==> src/rtl/vga_pattern_gen_if.sv <==
// vga_pattern_gen_if: pixel coordinates, mode control and colour output between timing controller and pattern generator
interface vga_pattern_gen_if #(parameter int COLOR_W = 12);
  logic [9:0] pix_x;
  logic [9:0] pix_y;
  logic pix_valid;
  logic [1:0] mode_sel;
  logic mode_wr;
  logic [COLOR_W-1:0] pix_data;
  logic [1:0] cur_mode;
  logic mode_busy;
  logic [15:0] frame_cnt;
  modport master (output pix_x, pix_y, pix_valid, mode_sel, mode_wr, input pix_data, cur_mode, mode_busy, frame_cnt);
  modport slave (input pix_x, pix_y, pix_valid, mode_sel, mode_wr, output pix_data, cur_mode, mode_busy, frame_cnt);
endinterface

==> src/rtl/vga_pattern_gen.sv <==
// vga_pattern_gen: frame-synchronous VGA bar/checker/bouncing-box pattern source; define VGA_PAT_BOX_EN to build the box mode
module vga_pattern_gen #(
  parameter int H_VALID = 640,
  parameter int V_VALID = 480,
  parameter int COLOR_W = 12,
  parameter int CHK_LOG2 = 5,
  parameter int BOX_SIZE = 32
) (
  input logic vga_clk,
  input logic sys_rst,
  vga_pattern_gen_if.slave vif
);
  localparam int CW = COLOR_W / 3;
  localparam logic [CW-1:0] F = '1;
  localparam logic [CW-1:0] H = {1'b1, {(CW-1){1'b0}}};
  localparam logic [CW-1:0] Z = '0;
  localparam logic [COLOR_W-1:0] WHITE = {F, F, F};
  localparam logic [COLOR_W-1:0] BARS [8] = '{{F, Z, Z}, {F, H, Z}, {F, F, Z}, {Z, F, Z},
                                              {Z, F, F}, {Z, Z, F}, {F, Z, F}, {F, F, F}};
  function automatic logic [2:0] band(input logic [9:0] c, input int span);
    logic [2:0] b;
    b = '0;
    for (int k = 1; k < 8; k++)
      if ({22'd0, c} >= 32'(k * span / 8)) b = b + 3'd1;
    return b;
  endfunction
  logic [COLOR_W-1:0] pix_data, pat, pix_nxt;
  logic [1:0] cur_mode, pend;
  logic mode_busy, in_area, fe, wr_ok, in_box;
  logic [15:0] frame_cnt;
  assign in_area = vif.pix_valid && {1'b0, vif.pix_x} < 11'(H_VALID) && {1'b0, vif.pix_y} < 11'(V_VALID);
  assign fe = in_area && vif.pix_x == 10'(H_VALID - 1) && vif.pix_y == 10'(V_VALID - 1);
`ifdef VGA_PAT_BOX_EN
  logic [9:0] box_x, box_y;
  logic dx_neg, dy_neg, flip_x, flip_y;
  assign wr_ok = vif.mode_wr;
  assign in_box = vif.pix_x >= box_x && {1'b0, vif.pix_x} < {1'b0, box_x} + 11'(BOX_SIZE) &&
                  vif.pix_y >= box_y && {1'b0, vif.pix_y} < {1'b0, box_y} + 11'(BOX_SIZE);
  assign flip_x = dx_neg ? box_x == '0 : {1'b0, box_x} + 11'(BOX_SIZE) == 11'(H_VALID);
  assign flip_y = dy_neg ? box_y == '0 : {1'b0, box_y} + 11'(BOX_SIZE) == 11'(V_VALID);
  // Reversing direction and stepping in the same frame keeps the box strictly inside the active area
  always_ff @(posedge vga_clk)
    if (sys_rst) begin
      box_x <= '0;
      box_y <= '0;
      dx_neg <= 1'b0;
      dy_neg <= 1'b0;
    end else if (fe) begin
      dx_neg <= dx_neg ^ flip_x;
      dy_neg <= dy_neg ^ flip_y;
      box_x <= (dx_neg ^ flip_x) ? box_x - 10'd1 : box_x + 10'd1;
      box_y <= (dy_neg ^ flip_y) ? box_y - 10'd1 : box_y + 10'd1;
    end
`else
  assign wr_ok = vif.mode_wr && vif.mode_sel != 2'd3;
  assign in_box = 1'b0;
`endif
  always_comb begin
    pat = cur_mode == 2'd0 ? BARS[band(vif.pix_x, H_VALID)] :
          cur_mode == 2'd1 ? BARS[band(vif.pix_y, V_VALID)] :
          cur_mode == 2'd2 ? ((vif.pix_x[CHK_LOG2] ^ vif.pix_y[CHK_LOG2]) ? WHITE : '0) :
          (in_box ? WHITE : '0);
    pix_nxt = in_area ? pat : '0;
  end
  // A write landing on the frame-end cycle takes effect at that same boundary
  always_ff @(posedge vga_clk)
    if (sys_rst) begin
      pix_data <= '0;
      cur_mode <= '0;
      pend <= '0;
      mode_busy <= 1'b0;
      frame_cnt <= '0;
    end else begin
      pix_data <= pix_nxt;
      if (fe) begin
        cur_mode <= wr_ok ? vif.mode_sel : mode_busy ? pend : cur_mode;
        mode_busy <= 1'b0;
        frame_cnt <= frame_cnt + 16'd1;
      end else if (wr_ok) begin
        pend <= vif.mode_sel;
        mode_busy <= 1'b1;
      end
    end
  assign vif.pix_data = pix_data;
  assign vif.cur_mode = cur_mode;
  assign vif.mode_busy = mode_busy;
  assign vif.frame_cnt = frame_cnt;
endmodule

==> src/flat_wrapper.sv <==
// flat-port wrapper written by rule: the top's interface ports become plain ports
module vga_pattern_gen_flat 
#(
  parameter int H_VALID = 640,
  parameter int V_VALID = 480,
  parameter int COLOR_W = 12,
  parameter int CHK_LOG2 = 5,
  parameter int BOX_SIZE = 32
)
  (vga_clk, sys_rst, vif_pix_x, vif_pix_y, vif_pix_valid, vif_mode_sel, vif_mode_wr, vif_pix_data, vif_cur_mode, vif_mode_busy, vif_frame_cnt);
  vga_pattern_gen_if #(.COLOR_W(COLOR_W)) vif_i ();
  input logic vga_clk;
  input logic sys_rst;
  input wire logic [$bits(vif_i.pix_x)-1:0] vif_pix_x;
  input wire logic [$bits(vif_i.pix_y)-1:0] vif_pix_y;
  input wire logic [$bits(vif_i.pix_valid)-1:0] vif_pix_valid;
  input wire logic [$bits(vif_i.mode_sel)-1:0] vif_mode_sel;
  input wire logic [$bits(vif_i.mode_wr)-1:0] vif_mode_wr;
  output wire logic [$bits(vif_i.pix_data)-1:0] vif_pix_data;
  output wire logic [$bits(vif_i.cur_mode)-1:0] vif_cur_mode;
  output wire logic [$bits(vif_i.mode_busy)-1:0] vif_mode_busy;
  output wire logic [$bits(vif_i.frame_cnt)-1:0] vif_frame_cnt;
  assign vif_i.pix_x = vif_pix_x;
  assign vif_i.pix_y = vif_pix_y;
  assign vif_i.pix_valid = vif_pix_valid;
  assign vif_i.mode_sel = vif_mode_sel;
  assign vif_i.mode_wr = vif_mode_wr;
  assign vif_pix_data = vif_i.pix_data;
  assign vif_cur_mode = vif_i.cur_mode;
  assign vif_mode_busy = vif_i.mode_busy;
  assign vif_frame_cnt = vif_i.frame_cnt;
  vga_pattern_gen #(.H_VALID(H_VALID), .V_VALID(V_VALID), .COLOR_W(COLOR_W), .CHK_LOG2(CHK_LOG2), .BOX_SIZE(BOX_SIZE)) u_core (.vga_clk(vga_clk), .sys_rst(sys_rst), .vif(vif_i));
endmodule
==> config.mk <==
export PLATFORM = sky130hd
export DESIGN_NAME = vga_pattern_gen_flat
export DESIGN_NICKNAME = d
export VERILOG_FILES = /design/src/rtl/vga_pattern_gen_if.sv /design/src/rtl/vga_pattern_gen.sv /design/src/flat_wrapper.sv
export SDC_FILE = /design/constraint.sdc
export NUM_CORES = 1
export LEC_CHECK = 0
export ABC_AREA = 1
export CELL_PAD_IN_SITES_DETAIL_PLACEMENT = 0
export CELL_PAD_IN_SITES_GLOBAL_PLACEMENT = 1
export CORE_MARGIN = 10
export CORE_UTILIZATION = 36
export DETAILED_ROUTE_END_ITERATION = 16
export PLACE_DENSITY = 0.84
export SYNTH_ARGS = -nofsm -noshare
export SYNTH_HDL_FRONTEND = slang
export SYNTH_SLANG_ARGS = --single-unit
export TNS_END_PERCENT = 30
==> constraint.sdc <==
create_clock -name vga_clk -period 6.6 [get_ports vga_clk]
set_clock_uncertainty 0.05 [all_clocks]
set_input_delay 1.32 -clock vga_clk [delete_from_list [all_inputs] [get_ports vga_clk]]
set_output_delay 1.32 -clock vga_clk [all_outputs]
set_load 0.1 [all_outputs]
; ---- Yosys cells after proc, flatten, opt, wreduce, memory -nomap -nowiden
; Memory sizes are Yosys's and may differ from the RTL's.
; Index checks and enable logic that the tools add are counted.
; Widths: inputs -> output; s select.
[word_totals]
ff_bits = 33
latchBits = 0
ramBits = 0
rom_bits = 192
word_cells = 83
n_memories = 2
[op_classes]
add_sub_neg = 13
n_mul = 0
div = 0
order_cmp = 18
n_eq_ne = 5
shifts = 0
n_mux = 24
bitwise = 5
n_reduce_logical = 11
[memory_table]
columns = memory, depth, width, read_ports, rd_ports_with_merged_regs, wr, line_no
row1 = (name not given), 8, 12, 1, 0, 0, vga_pattern_gen.sv:59  ; pat = cur_mode == 2'd0 ? BARS[band(vif.pix_x, H_VALID)] :
row2 = (name not given), 8, 12, 1, 0, 0, vga_pattern_gen.sv:60  ; cur_mode == 2'd1 ? BARS[band(vif.pix_y, V_VALID)] :
[op_table]
columns = cell, count
row1 = $mux 12, 8
row2 = $ge 10x9->1 const B, 6
row3 = $ge 10x8->1 const B, 4
row4 = $mux 3, 12
row5 = $add 3x1->3 const B, 10
row6 = $ge 10x7->1 const B, 2
row7 = $add 16x1->16 const B, 1
row8 = $eq 10x10->1 const B, 1
row9 = $eq 10x9->1 const B, 1
row10 = $ge 10x10->1 const B, 1
row11 = $ge 10x6->1 const B, 1
row12 = $lt 10x10->1 const B, 1
row13 = $lt 10x9->1 const B, 1
row14 = $ge 4x4->1 const B, 2
row15 = $not 3->4, 2
row16 = $logic_and 1x1->1, 5
row17 = $add 1x1->2 const B, 2
row18 = $mux 2, 2
row19 = $reduce_and 2->1, 2
row20 = $reduce_or 2->1, 2
row21 = $eq 2x1->1 const B, 1
row22 = $eq 2x2->1 const B, 1
row23 = $logic_not 2->1, 1
row24 = $mux 1, 2
row25 = other kinds (4), 5

; ---- Logic depth before layout (Yosys ltp)
; Gate-level depths: netlist of the first run.
[depth]
ltp_word = 20
depth_mapped = 28

; ---- Least setup slack after synthesis of the first run
; Ideal clock, no wire load.
[synth_timing]
path_kind = input to register
start = input port vif_pix_x[8]
end = register u_core.pix_data[6] (netlist: u_core.vif.pix_data[6])
setup_ns = 0.070
arrival_time_ns = 4.846
slack_ns = 1.634
cell_stages = 27
n_path_buf = 0
cell_sequence = nor2_2 -> inv_2 -> nor2_1 -> o21ai_0 -> inv_1 -> ha_1 -> inv_1 -> nand2_1 -> nand2_1 -> inv_1 -> ha_1 -> inv_1 -> o21ai_2 -> ha_1 -> inv_1 -> o21ai_2 -> ha_1 -> inv_1 -> o21ai_0 -> ha_1 -> or2_2 -> nand2_2 -> ha_1 -> or2_1 -> nand2_1 -> a21oi_1 -> a21oi_1
[synth_via]
elab_chain_cells = 19
[synth_lines]
columns = element, line_no
row1 = start: declaration, flat_wrapper.sv:14  ; input wire logic [$bits(vif_i.pix_x)-1:0] vif_pix_x;
row2 = $ge 10x7->1, vga_pattern_gen.sv:24  ; if ({22'd0, c} >= 32'(k * span / 8)) b = b + 3'd1;
row3 = $mux 1, vga_pattern_gen.sv:24
row4 = $add 1x1->2, vga_pattern_gen.sv:24
row5 = $mux 3, vga_pattern_gen.sv:24
row6 = $add 3x1->3, vga_pattern_gen.sv:24
row7 = $mux 3, vga_pattern_gen.sv:24
row8 = $add 3x1->3, vga_pattern_gen.sv:24
row9 = $mux 3, vga_pattern_gen.sv:24
row10 = [2 not listed], -
row11 = $add 3x1->3, vga_pattern_gen.sv:24
row12 = $mux 3, vga_pattern_gen.sv:24
row13 = $add 3x1->3, vga_pattern_gen.sv:24
row14 = $mux 3, vga_pattern_gen.sv:24
row15 = $not 3->4 (implied by the code), vga_pattern_gen.sv:59
row16 = $mem_v2 8x12, -
row17 = $mux 12 (implied by the code) (2 in series), vga_pattern_gen.sv:59
row18 = $mux 12, vga_pattern_gen.sv:59
row19 = end signal: assignment, vga_pattern_gen.sv:74  ; pix_data <= pix_nxt;
row20 = end: declaration, vga_pattern_gen.sv:27  ; logic [COLOR_W-1:0] pix_data, pat, pix_nxt;
; Parallel ways exist; a longest one is shown, timed or not. The select of a mux whose other input is x is not followed.
; A chain may end at the register's enable or synchronous reset.

; ---- Worst setup path in the final report of the first run
[layout_timing]
start = input port vif_pix_x[9]
end = register u_core.pix_data[7] (netlist: u_core.vif.pix_data[7])
; The elaborated chain is that of the path after synthesis.

==> results of run 1 <==
[cells in the final DEF, fill, tap and decap left out, types with 3 or more instances in the layout]
cell / instances
nor2_1: 39
nand3_2: 5
nand2_2: 12
nor3_1: 9
nand2_4: 5
nor3b_1: 5
inv_2: 7
nor2_2: 6
o21ai_2: 4
dfxtp_1: 25
ha_1: 17
clkbuf_8: 3
xor2_1: 9
a21oi_1: 13
nand2_1: 100
a31oi_1: 8
nand3_1: 25
clkdlybuf4s50_1: 56
o21ai_0: 15
nand4_1: 6
a211oi_1: 4
inv_1: 61
[cell families (layout without fill, tap and decap cells)]
kind of cell / after synthesis / after routing / share of synthesized area
compound gates: 54 / 54 / 0.1332
xor+xnor: 14 / 14 / 0.05462
fa+ha+maj: 17 / 17 / 0.08004
buf+inv: 81 / 131 / 0.1304
flops: 25 / 25 / 0.1883
simple gates: 225 / 225 / 0.4134
[stage by stage]
step / total power, mW / cell area, um^2 / worst slack (ps) / cells / utilization
floorplan: 0.3943 / 2658 / 1634 / 416 / -
global placement: 0.4505 / 3267 / 860.6 / 561 / 0.4528
detailed placement: 0.4555 / 3267 / 685.9 / 561 / 0.4528
CTS: 0.5500 / 3316 / 959.2 / 565 / 0.4596
global route: 0.5990 / 3316 / 632.3 / 565 / 0.4596
finish: 0.5424 / 3316 / 985.0 / 565 / 0.4596
[layout make-up]
class,count,area [um^2]
clock buffers,3,41.29
clock inverters,1,7.507
fillers,795,3899
inverters,71,271.5
multi-input cells,310,1810
flip-flops and latches,25,500.5
well taps,99,123.9
repair buffers,56,560.5
[worst min-delay path by stage]
stage	start	end	slack [ps]	cells after the start
floorplan	u_core.pend[0]	u_core.pend[0]	380	2
detailed placement	u_core.pend[1]	u_core.pend[1]	400	2
global route	u_core.pend[1]	u_core.pend[1]	440	2
global placement	u_core.pend[1]	u_core.pend[1]	390	2
CTS	u_core.pend[1]	u_core.pend[1]	420	2
finish	u_core.pend[0]	u_core.pend[0]	410	2
[state kept, by name, summed over array words and instances (netlist names)]
name                  flops
u_core.vif.frame_cnt     16
u_core.vif.pix_data       4
u_core.pend               2
u_core.vif.cur_mode       2
u_core.vif.mode_busy      1
[tightest hold or removal path, stage by stage (launching register included)]
cell     delay (ps)
dfxtp_1         310
inv_1            60
a21oi_1          60
[power by group through the flow]
stage / combinational [mW] / sequential (mW) / clock (mW)
after global routing: 0.336 / 0.157 / 0.105
after floorplan: 0.217 / 0.177 / 0
after detailed placement: 0.295 / 0.160 / 0
final: 0.294 / 0.157 / 0.0922
after global placement: 0.291 / 0.160 / 0
after CTS: 0.297 / 0.157 / 0.0963
[layer usage]
metal  part of all wire  routed length, um  global-route usage
met2               0.44               2822              0.1939
met5                  0                  0                   0
met4             0.0056                 36             0.02031
met3              0.051                327             0.02174
met1               0.50               3228              0.1441
==> out/qor.csv, run 1 <==
stage;metric;value;unit
setup_path;cpMaxStageDelayCell;clkdlybuf4s50_1;
cts;h-tree-depth;1;
setup_path;path_max_fanout;7;
setup_path;worst-path-stages;28;
setup_path;cp-endpoint;u_core.vif.pix_data[7];
cells_and_area;area_delta_synth_final;24.76;%
cts;clk_latency;270;ps
detailed_routing;routed_wirelength;6414;um
pwr;pwr-share-seq;0.289;
sta;tightest_slew;999.6;ps
yosys;synth_seq_cells;25;
detailed_routing;ant_nets;0;
floorplan;ioPinCount;57;
yosys;ys_top_cells_by_area;dfxtp_1 19%, nand2_1 14%, inv_1 8.6%;
yosys;netlist_instances;416;
cts;cts_root_buf;clkbuf_8;
sta;period_share;0.8508;
pwr;pwr-share-comb;0.541;
floorplan;row_count;31;
yosys;synthMostInstantiatedCell;nand2_1;
place;portBuffers;56;
sta;rsz0062_at_grt;false;
sta;fmax;0.1781;GHz
pwr;ir_worst_vdd;0.07824;mV
floorplan;die_area;11220;um^2
cts;holdBufCountCts;0;
sta;setup_viol;0;
sta;slew_violations;0;
grt;grt_pass1_vias;2575;
cells_and_area;nets;510;
setup_path;critPathKind;in2reg;
setup_path;r2r_cells;9;
grt;antenna_found_initial;0;
pwr;p_sw;0.2394;mW
yosys;ys_top_cells_by_count;100 x nand2_1, 61 x inv_1, 39 x nor2_1;
pwr;p_int;0.3030;mW
grt;grt_max_degree;16;
sta;period_needed;5615;ps
detailed_routing;routed-via-count;2628;
cts;cts-resized-gates;0;
setup_path;critPathTopFamily;adder cells;
cts;cts_sinks;25;
grt;track_usage;0.1129;
floorplan;die_y;105.9;um
sta;finalHoldViolCount;0;
yosys;synth_nets;459;
place;hpwl;5566;um
job;drv_cap;0;
setup_path;rrSetupSlack;4800;ps
pwr;switching_share;0.4414;
floorplan;core;7214;um^2
yosys;yosys.area.top_type_share;0.1883;
cts;tritoncts;built;
grt;grt-ovfl-total;0;
setup_path;critPathRequiredTime;6750;ps
pwr;p_per_area;163.6;nW/um^2
cells_and_area;drive_above_1_share;0.1223;
sta;slew_headroom;0.3315;
pwr;total_leakage_power;1.467;nW
pwr;pwr-share-clk;0.170;
place;gp_congestion;0.8075;
setup_path;path_buf_inv;8;
setup_path;start_kind;input port;
yosys;syn_area;2658;um^2
detailed_routing;drc;0;
yosys;avgSynthCellArea;6.388;um^2
setup_path;r2r_end;u_core.vif.frame_cnt[14];
grt;grt_pass1_wl;11260;um
hold_path;hold_path.class;reg2reg;
yosys;synth_largest_area_cell;dfxtp_1;
detailed_routing;via_per_inst;4.651;
yosys;ys_seq_area_frac;0.1883;
cts;clk_pin_slew;100;ps
floorplan;die_x;105.9;um
yosys;yosys_warnings;0;
yosys;synthArstFlopShare;0;
cts;postCtsSetupRepairBufs;0;
yosys;synthFlopType;dfxtp_1;
setup_path;arrival;5760;ps
setup_path;crit_path_end_kind;flop;
yosys;synth_edf_count;0;
detailed_routing;drt_iter0_markers;80;
sta;setup_tns;0;ps
yosys;ys_types;45;
cts;cts_buffers;3;
detailed_routing;wl_per_cell;11.35;um
sta;whs;408.7;ps
setup_path;r2r-start;u_core.vif.frame_cnt[1];
floorplan;start_util;0.3684;
setup_path;worstSetupStartpoint;vif_pix_x[9];
setup_path;critical-path-max-stage-delay;570;ps
status;status;completed;
detailed_routing;first_pass_iters;4;
cts;clockBufferDepth;2;
cells_and_area;n_antenna_cell;0;
Note: power is estimated with default switching activity, not from simulation.
==> run 2: changes to the inputs <==
CORE_UTILIZATION = 33   (was 36)
CTS_BUF_LIST = sky130_fd_sc_hd__clkbuf_8   (was not set)
PLACE_DENSITY = 0.82   (was 0.84)
REMOVE_ABC_BUFFERS = 1   (was not set)
clock period = 5 ns   (was 6.6 ns; I/O delays follow)
==> out/qor.csv, run 2 (synthesized netlist as in run 1, its figures left out) <==
stage;metric;value;unit
pwr;p_per_area;209.4;nW/um^2
cts;cts_root_buf;clkbuf_8;
job;drv_cap;0;
setup_path;crit_path_end_kind;flop;
cells_and_area;n_antenna_cell;0;
floorplan;core;7767;um^2
cts;h-tree-depth;1;
setup_path;start_kind;input port;
sta;finalHoldViolCount;0;
cells_and_area;drive_above_1_share;0.2004;
cts;clockBufferDepth;2;
sta;setup_viol;0;
floorplan;start_util;0.3421;
sta;layout_setup_ws;294.2;ps
grt;grt_pass1_wl;11410;um
cts;holdBufCountCts;0;
floorplan;die_y;109.7;um
sta;slew_headroom;0.3296;
place;portBuffers;56;
cts;tritoncts;built;
detailed_routing;routed-via-count;2788;
grt;track_usage;0.1103;
setup_path;r2r_cells;9;
detailed_routing;via_per_inst;4.639;
sta;period_share;0.9412;
sta;period_needed;4706;ps
floorplan;die_area;12040;um^2
floorplan;die_x;109.7;um
grt;grt_max_degree;14;
sta;fmax;0.2125;GHz
cts;clk_latency;260;ps
grt;grtUsageMet1;0.1477;
hold_path;hp-start;u_core.pend[0];
detailed_routing;routed_wirelength;6672;um
status;status;completed;
setup_path;critPathKind;in2reg;
detailed_routing;ant_nets;0;
grt;use_met3;0.02165;
detailed_routing;first_pass_iters;4;
floorplan;row_count;32;
detailed_routing;wl_per_cell;11.10;um
cells_and_area;nets;543;
setup_path;path_max_fanout;3;
sta;whs;407.8;ps
grt;busiest_layer;met2;
pwr;ir_worst_vdd;0.1027;mV
grt;antenna_found_initial;0;
cts;cts_sinks;25;
place;gp_congestion;0.8169;
cells_and_area;final_util;0.4684;
setup_path;critPathRequiredTime;5150;ps
hold_path;whs_endpoint;u_core.pend[0];
detailed_routing;drc;0;
floorplan;ioPinCount;57;
sta;tightest_slew;1002;ps
grt;grt-ovfl-total;0;
setup_path;arrival;4850;ps
cells_and_area;final_cell_mix;99 x nand2_1, 60 x inv_1, 51 x clkdlybuf4s50_1, 37 x nor2_1, 33 x buf_4;
pwr;power;0.7620;mW
cells_and_area;largest_reg_flops;16;
cts;cts_buffers;3;
setup_path;worstSetupStartpoint;vif_pix_x[4];
place;dp_slack;-392.4;ps
pwr;total_leakage_power;1.669;nW
cells_and_area;top_register;u_core.vif.frame_cnt;
setup_path;r2r-start;u_core.vif.frame_cnt[1];
grt;grt_pass1_vias;2594;
cts;clk_pin_slew;80;ps
grt;met2_usage;0.1819;
place;hpwl;5762;um
hold_path;hold_path.class;reg2reg;
cells_and_area;reg_top3;u_core.vif.frame_cnt: 16 flops, u_core.vif.pix_data: 4 flops;
sta;slew_violations;0;
detailed_routing;drt_iter0_markers;87;
cells_and_area;area_delta_synth_final;36.91;%
setup_path;r2r_end;u_core.vif.frame_cnt[14];
hold_path;whs_path_depth;2;
setup_path;rrSetupSlack;3120;ps
cells_and_area;final_common_cell;nand2_1;
run 2: changes by cell type in the layout (fill, tap and decap cells not counted), sizes merged:
cell / before / now
clkdlybuf4s50: 56 / 51
buf: 0 / 33
clkinvlp: 1 / 0
dlymetal6s2s: 0 / 5
inv: 68 / 69
run 2: where the power goes:
part | total (mW) | switching, mW | internal (mW) | leakage [nW]
Clock | 0.114 | 0.0595 | 0.0548 | 0.0269
Sequential | 0.206 | 0.00276 | 0.203 | 0.202
Combinational | 0.441 | 0.259 | 0.183 | 1.44
Total | 0.762 | 0.321 | 0.441 | 1.67
run 2: worst max-delay path by stage:
| stage | to | slack [ps] | cells after the start |
|---|---|---|---|
| final | u_core.vif.pix_data[6] | 290 | 25 |
| after global routing | u_core.vif.pix_data[6] | -6 | 25 |
| after CTS | u_core.vif.pix_data[6] | 10 | 28 |
| after detailed placement | u_core.vif.pix_data[6] | -390 | 28 |
| after global placement | u_core.vif.pix_data[6] | -180 | 28 |
| after floorplan | u_core.vif.pix_data[6] | 350 | 27 |
run 2: critical path: stages:
cell	delay, ps
clkdlybuf4s50_1	490
nor2_2	50
o21ai_2	180
inv_2	60
ha_4	270
nand3_1	80
nand2_2	90
inv_1	40
ha_1	260
inv_1	40
o21ai_2	120
ha_1	240
inv_1	70
o21ai_2	60
ha_1	300
inv_2	40
o21ai_2	120
ha_1	240
or2_2	300
nand2_2	80
ha_1	220
or2_1	230
nand2_1	70
a21oi_1	60
a21oi_1	120
run 2: repair_timing:
action                                  4_1_cts  5_1_grt
setup buffers                                 1        1
resized for setup                             4       17
endpoints found under the setup margin        3        3
pin swaps                                     1       11
run 2: cell type report:
| type | count | area [um^2] |
|---|---|---|
| fillers | 807 | 4129 |
| multi-input cells | 310 | 1873 |
| repair buffers | 89 | 820.8 |
| flip-flops and latches | 25 | 500.5 |
| inverters | 71 | 271.5 |
| well taps | 102 | 127.6 |
| clock buffers | 3 | 41.29 |
| clock inverters | 1 | 3.754 |
run 2: through the flow:
stage / area (um^2) / instances / setup TNS [ps]
after floorplan: 2582 / 406 / 0
after global placement: 3503 / 595 / -456.2
after detailed placement: 3503 / 595 / -1114
after CTS: 3562 / 600 / 0
after global routing: 3638 / 601 / -6.407
final: 3638 / 601 / 0
run 2: metal layers:
metal | vias up | share of wire | wire length (um)
met5 | - | 0 | 0
met4 | 0 | 0.0046 | 31
met3 | 4 | 0.070 | 465
met2 | 63 | 0.43 | 2888
met1 | 1223 | 0.49 | 3286
li1 | 1498 | - | -
==> run 3: changes to the inputs <==
TNS_END_PERCENT = 1   (was 30)
==> results of run 3 <==
No change in the layout: final DEF, timing and power equal those of run 2.
